===== config.mk =====
export PLATFORM = sky130hd
export DESIGN_NAME = gray_sdram_writer
export DESIGN_NICKNAME = d
export VERILOG_FILES = /design/src/rtl/gray_pkg.sv /design/src/rtl/rgb_to_luma.sv /design/src/rtl/gray_sdram_writer.sv
export SDC_FILE = /design/constraint.sdc
export NUM_CORES = 1
export LEC_CHECK = 0
export BUFFER_PORTS_ARGS = -buffer_cell sky130_fd_sc_hd__buf_2
export CAP_MARGIN = 20
export CORE_MARGIN = 5
export CORE_UTILIZATION = 51
export DETAILED_ROUTE_END_ITERATION = 8
export GPL_TIMING_DRIVEN = 0
export PLACE_DENSITY = 0.76
export SKIP_LAST_GASP = 1
export SYNTH_ARGS = -nofsm -noshare
export SYNTH_HDL_FRONTEND = slang
export SYNTH_SLANG_ARGS = --single-unit

===== constraint.sdc =====
create_clock -name clk -period 6.6 [get_ports clk]
set_input_delay 0.33 -clock clk [delete_from_list [all_inputs] [get_ports clk]]
set_output_delay 0.33 -clock clk [all_outputs]
set_load 0.02 [all_outputs]

===== src/rtl/gray_pkg.sv =====
// Shared definitions for the grayscale SDRAM frame writer: state codes,
// luma weights and default frame geometry.
package gray_pkg;

    typedef enum logic [3:0] {
        ST_IDLE   = 4'd0,
        ST_ACC_HI = 4'd1,
        ST_ACC_LO = 4'd2,
        ST_WRITE  = 4'd3,
        ST_DONE   = 4'd4
    } state_t;

    // ITU-R 601 style weights scaled by 256; they sum to exactly 256, so
    // white maps to 255 without saturation.
    localparam logic [15:0] LUMA_R_COEF = 16'd77;
    localparam logic [15:0] LUMA_G_COEF = 16'd150;
    localparam logic [15:0] LUMA_B_COEF = 16'd29;

    // 512x512 pixels, two 8-bit pixels per 16-bit SDRAM word.
    localparam int unsigned DEFAULT_NUM_WORDS = 131072;
    localparam logic [31:0] DEFAULT_BASE_ADDR = 32'd0;

endpackage


===== src/rtl/rgb_to_luma.sv =====
// Combinational RGB888 to 8-bit luma conversion.
module rgb_to_luma
    import gray_pkg::*;
(
    input  logic [23:0] rgb,
    output logic [7:0]  luma
);

    // Weighted sum in 16 bits; the upper byte is the luma value.
    function automatic logic [7:0] weigh_luma(input logic [23:0] px);
        logic [15:0] sum;
        sum = LUMA_R_COEF * 16'(px[23:16])
            + LUMA_G_COEF * 16'(px[15:8])
            + LUMA_B_COEF * 16'(px[7:0]);
        return sum[15:8];
    endfunction

    assign luma = weigh_luma(rgb);

endmodule


===== src/rtl/gray_sdram_writer.sv =====
// Converts a stream of RGB pixels to luma, packs two pixels per 16-bit word
// and writes one frame of words to SDRAM over Avalon-MM.
module gray_sdram_writer
    import gray_pkg::*;
#(
    parameter logic [31:0] BASE_ADDR = DEFAULT_BASE_ADDR,
    parameter int unsigned NUM_WORDS = DEFAULT_NUM_WORDS
) (
    input  logic        clk,
    input  logic        reset_n,
    input  logic        startSig,
    output logic        doneSig,
    input  logic        pix_valid,
    output logic        pix_ready,
    input  logic [23:0] pix_rgb,
    output logic [31:0] address,
    output logic        chipselect,
    output logic        write_n,
    output logic [1:0]  byteenable,
    output logic [15:0] writedata,
    input  logic        waitrequest,
    output logic [3:0]  s
);

    localparam logic [31:0] LAST_CNT = 32'(NUM_WORDS - 1);

    state_t      state;
    state_t      state_nxt;
    logic [31:0] word_cnt;
    logic [7:0]  luma;
    logic        pix_xfer;
    logic        last_word;

    rgb_to_luma u_luma (
        .rgb  (pix_rgb),
        .luma (luma)
    );

    assign pix_xfer  = pix_valid & pix_ready;
    assign last_word = (word_cnt == LAST_CNT);
    assign s         = state;

    // State register.
    always_ff @(posedge clk) begin
        if (!reset_n) begin
            state <= ST_IDLE;
        end else begin
            state <= state_nxt;
        end
    end

    // Next-state logic: one state per cycle; a frame only ends by count or reset.
    always_comb begin
        state_nxt = state;
        case (state)
            ST_IDLE:   if (startSig)     state_nxt = ST_ACC_HI;
            ST_ACC_HI: if (pix_xfer)     state_nxt = ST_ACC_LO;
            ST_ACC_LO: if (pix_xfer)     state_nxt = ST_WRITE;
            ST_WRITE:  if (!waitrequest) state_nxt = last_word ? ST_DONE : ST_ACC_HI;
            ST_DONE:   if (!startSig)    state_nxt = ST_IDLE;
            default:                     state_nxt = ST_IDLE;
        endcase
    end

    // Output decode from the current state; the bus is idle outside WRITE.
    always_comb begin
        pix_ready  = 1'b0;
        chipselect = 1'b0;
        write_n    = 1'b1;
        byteenable = 2'b00;
        doneSig    = 1'b0;
        address    = 32'd0;
        case (state)
            ST_ACC_HI, ST_ACC_LO: pix_ready = 1'b1;
            ST_WRITE: begin
                chipselect = 1'b1;
                write_n    = 1'b0;
                byteenable = 2'b11;
                address    = BASE_ADDR + word_cnt;
            end
            ST_DONE:  doneSig = 1'b1;
            default:  ;
        endcase
    end

    // Word assembly and write counter; both hold while the slave stalls.
    always_ff @(posedge clk) begin
        if (!reset_n) begin
            writedata <= 16'd0;
            word_cnt  <= 32'd0;
        end else begin
            case (state)
                ST_IDLE:   word_cnt <= 32'd0;
                ST_ACC_HI: if (pix_xfer) writedata[15:8] <= luma;
                ST_ACC_LO: if (pix_xfer) writedata[7:0]  <= luma;
                ST_WRITE:  if (!waitrequest) word_cnt <= word_cnt + 32'd1;
                default:   ;
            endcase
        end
    end

endmodule


# Yosys cells after proc, flatten, opt, wreduce, memory -nomap -nowiden

Index checks and enable logic that the tools add are counted.

Word-level logic and storage cells: 43
Register bits: 52

Bitwise logic cells: 1
Multiplexer cells: 15
Equal/unequal tests: 10
$add $sub $neg: 3
Multipliers: 3
Reductions and logical operators: 7

Operators by type and width:

| cell                                                  | number |
|---|---|
| two-way mux 32 bit                                    | 2 |
| one-hot mux 32 bit (2 select lines)                   | 1 |
| adder 32 x 1 -> 32 bit, second input constant         | 1 |
| equality test 32 x 17 -> 1 bit, second input constant | 1 |
| multiplier 7 x 8 -> 15 bit, first input constant      | 2 |
| two-way mux 4 bit                                     | 5 |
| one-hot mux 4 bit (5 select lines)                    | 1 |
| adder 15 x 16 -> 16 bit                               | 1 |
| adder 16 x 13 -> 16 bit                               | 1 |
| multiplier 5 x 8 -> 13 bit, first input constant      | 1 |
| inequality test 2 bit, second input constant          | 5 |
| equality test 4 x 2 -> 1 bit, second input constant   | 2 |
| AND reduction 2 bit                                   | 3 |
| AND reduction 5 bit                                   | 1 |
| equality test 4 x 1 -> 1 bit, second input constant   | 1 |
| equality test 4 x 3 -> 1 bit, second input constant   | 1 |
| zero test 4 bit                                       | 1 |
| two-way mux 1 bit                                     | 4 |
| two-way mux 3 bit                                     | 1 |
| two-way mux 2 bit                                     | 1 |
| nonzero test 2 bit                                    | 1 |
| OR reduction 2 bit                                    | 1 |
| AND 1 bit                                             | 1 |

# Longest topological paths before layout

Depth after elaboration: 6
Gate-level depth with buffers: 24

# Cells and area by module

Synthesis repeated with hierarchy kept, for this count alone.

Cells, all modules: 623
Area total of the unflattened synthesis: 5683.0 um^2

By module, submodules not included:

| module            | cells each | seq. area each (um^2) | instances | area an instance (um^2) |
|---|---|---|---|---|
| rgb_to_luma       | 322        | 0.0                   | 1         | 3105.5 |
| gray_sdram_writer | 301        | 1021.0                | 1         | 2577.5 |

# Worst setup path before layout

OpenSTA, ideal clock, no wires.

Kind: input-to-reg
From: input port pix_rgb[12]
To: register writedata[15]
Path slack: 0.375 ns
Setup time: 0.144 ns
Stages on the path: 23
Buffers on the path: 0
Data arrival time: 6.081 ns
Data required time: 6.456 ns
Path through: ha_1 > ha_1 > inv_1 > fa_1 > fa_1 > inv_1 > ha_1 > a21oi_1 > o21ai_0 > xor2_1 > ha_1 > fa_1 > inv_1 > fa_1 > fa_1 > inv_1 > ha_1 > nand2_1 > o31ai_1 > a21oi_1 > o21ai_1 > xnor2_1 > o22ai_1

Word-level cells in the longest chain between the ends: 3

Ends and longest elaborated chain:

| item                       | line                    | RTL |
|---|---|---|
| start: declaration         | gray_sdram_writer.sv:15 | `input logic [23:0] pix_rgb,` |
| multiplier 7 x 8 -> 15 bit | rgb_to_luma.sv:13       | `+ LUMA_G_COEF * 16'(px[15:8])` |
| adder 15 x 16 -> 16 bit    | rgb_to_luma.sv:13       |  |
| adder 16 x 13 -> 16 bit    | rgb_to_luma.sv:14       | `+ LUMA_B_COEF * 16'(px[7:0]);` |
| end signal: assignment     | gray_sdram_writer.sv:94 | `ST_ACC_HI: if (pix_xfer) writedata[15:8] <= luma;` |
| end: declaration           | gray_sdram_writer.sv:20 | `output logic [15:0] writedata,` |

Every way passes these cells.
A chain may end at the register's enable or synchronous reset.

# Final worst setup path

From: input port pix_rgb[12]
To: register writedata[3]

Same word-level chain as after synthesis.

==> impl_metrics.tcl <==
set metrics [dict create \
    fin_crit_sh_pct 94.0 \
    clk_path_buf_depth 2 \
    ys_async_sr_fraction_pct 0 \
    powerDensity_mw_per_mm2 495 \
    diodes 0 \
    hpwl_um 9740 \
    core_area_mm2 0.0107 \
    synth_nets 776 \
    p_sw_w 0.00162 \
    crit_fanout 5 \
    vias 4386 \
    stdcell_area_mm2 0.00621 \
    grt_pass1_vias 4532 \
    floorplan.initialDensity_pct 51.4 \
    drive_above_1_share_pct 16.0 \
    synth_top_area_share_pct 20.0 \
    p_leak_nw 3.09 \
    setup_viol 0 \
    clkTransAtPathRegs_ns 0.09 \
    clock-sinks 51 \
    holdPathStages 3 \
    power.total_w 0.00307 \
    reg2regPathDepth 7 \
    synth_warnings 0 \
    pwr-share-comb_pct 83.0 \
    clock_skew_ns 0.0122 \
    fp.dieArea_mm2 0.0130 \
    internal-power_w 0.00146 \
    seq_area_frac_synth_pct 18.6 \
    yosysMostFrequentCell "inv_1" \
    die_y_um 114 \
    regArea_mm2 0.00102 \
    firstDrtPassIters 4 \
    clockPowerShare_pct 5.5 \
    synthTopCellsByCount "98 x inv_1, 85 x ha_1, 55 x fa_1" \
    hp-class "input pin to flop" \
    routed_wl_um 11500 \
    fillCellCount 947 \
    globalRouteTotalUtil_pct 18.4 \
    path_class "input pin to flop" \
    cts-root-buf "clkbuf_8" \
    routedWlPerCell_um 13.7 \
    avgViaCountPerCell 5.23 \
    numCtsBuffers 5 \
    grt_pass1_wl_um 19900 \
    fin_crit_ns 6.20 \
    antenna_found_initial 0 \
    yosys_register_bits 51 \
    postLayoutCoreUtil_pct 58.0 \
    syn_avg_cell_area_um2 9.06 \
    io_buffers 85 \
    rows 38 \
    cts_tree "yes" \
    ir_drop_mv 0.513 \
    dp_cells 832 \
    syn_area_mm2 0.00550 \
    grt_max_degree 15 \
    gp_congestion 0.867 \
    ys.flop_type "dfxtp_1" \
    postRouteAntennaNets 0 \
    multi_input_area_mm2 0.00405 \
    swShare_pct 52.6 \
    synth_cells 607 \
    area_delta_synth_final_pct 12.9 \
    clk-insertion-delay-late_ns 0.30 \
    tightest_slew_ns 1.31 \
    htreeDepth 2 \
    max_freq_mhz 161 \
    start_kind "input pin" \
    slew_viol_final 0 \
    grt_overflow 0 \
    dpl_cell_area_mm2 0.00610 \
    route.detailed.drc 0 \
    status "finished clean" \
    nets 869 \
    finalHoldViolCount 0 \
    cap_violations 0 \
    ys_top_cells_by_area "fa_1 20%, ha_1 19%, dfxtp_1 19%" \
    fp.dieW_um 114 \
    final_cells 839 \
    max-slew-margin-rel_pct 10.7 \
    seqPwrFrac_pct 11.5 \
    worst-endpoint-arrival_ns 6.45 \
    end_kind "flop" \
    crit_required_ns 6.84 \
    synth_edf_count 0 \
    setup_tns_ns 0 \
    yosysTopAreaCell "fa_1" \
    dr.first_iter.drc_count 170 \
    io_pins 87 \
    ys_types 47 \
    rsz0062_at_grt "false" \
]
repair_timing:
item                                    in CTS  in global routing
gates resized for setup                      1                  5
hold buffers                                 0                  0
buffers inserted                             0                  1
endpoints found under the setup margin       3                 12
pin swaps                                    0                  3
metrics by stage:
step,hold WS (ns),setup WS (ns)
after floorplan,0.461,0.375
after detailed placement,0.467,-0.403
final,0.333,0.398
after CTS,0.318,0.103
after global routing,0.332,0.0304
after global placement,0.470,-0.253
state kept, by name, indices dropped and copies added, names as in the netlist:
register and count:
word_cnt 32, writedata 16, s 3
metal layers:
layer,wire [µm],part of all wire [%],GRT usage (%),vias to the layer above
met1,4840,42,22.2,2087
met4,233,2.0,5.07,0
met5,0,0,0,-
met2,5870,51,33.8,108
li1,-,-,-,2171
met3,522,4.6,2.71,20
cell type report:
class	count	share of cell area (%)
multi-input cells	443	65.2
flip-flops and latches	51	16.4
repair buffers	86	6.97
well taps	140	2.82
inverters	98	5.93
clock buffers	5	1.11
clock inverters	1	0.121
plain buffers	15	1.37
worst max-delay path: stages:
cell	delay, ns
buf_2	0.13
ha_1	0.29
ha_1	0.27
inv_1	0.05
fa_1	0.51
fa_1	0.52
inv_1	0.04
ha_1	0.35
a21oi_2	0.22
o21ai_2	0.09
xor2_1	0.15
ha_1	0.31
fa_1	0.51
inv_1	0.05
fa_1	0.47
fa_1	0.55
inv_1	0.05
ha_1	0.33
nand2_1	0.12
o31ai_4	0.40
a21oi_2	0.11
buf_4	0.15
xnor2_1	0.19
mux2i_1	0.10
nor2b_1	0.14
placed cells by master (no fill, tap or decap), types with 3 or more instances in the layout:
master    synthesis  routed
buf_4             3       4
a21boi_0          4       4
or3_1             5       5
mux2i_1           7       7
nor2_1           41      41
o21a_1            4       4
fa_1             55      55
nand2_1          36      36
o21ai_0          17      16
xor2_1           22      22
nor2b_1           8       8
and2_1           29      29
xnor2_1          22      22
inv_1            98      98
dfxtp_1          51      51
nand4_1           5       5
nor3_1            5       5
a21oi_1          27      25
ha_1             85      85
nor4_1            3       3
nand3_1          13      13
nand3_2           4       4
buf_2             2      87
clkbuf_1          8       8
a21o_1            9       9
clkbuf_8          0       5
and3_1            4       4
o22ai_1          10      10
worst paths after layout:
| kind | startpoint | endpoint | slack [ns] |
|---|---|---|---|
| max | pix_rgb[12] | writedata[3] | 0.40 |
| min | reset_n | writedata[14] | 0.33 |
| max reg2reg | s[0] | word_cnt[30] | 4.34 |
| min reg2reg | writedata[5] | writedata[5] | 0.48 |
cells by family after synthesis:
logic type                 Yosys count  share of synthesized area, %
and+or+nand+nor                    165                          15.9
AOI/OAI and AO/OA                   86                          9.58
other                                1                        0.0682
DFF                                 51                          18.6
muxes                                7                          1.27
adders and majority gates          140                          39.4
buffers and inverters              113                          8.24
xor gates and xnor gates            44                          7.01
power by group through the flow:
stage | registers [W] | logic, W | clock network [W]
2_1_floorplan | 0.000392 | 0.00181 | 0
3_3_place_gp | 0.000360 | 0.00230 | 0
4_1_cts | 0.000354 | 0.00245 | 0.000175
5_1_grt | 0.000357 | 0.00291 | 0.000189
6_report | 0.000354 | 0.00255 | 0.000168
3_5_place_dp | 0.000361 | 0.00240 | 0
(Power assumes the default switching activity.)
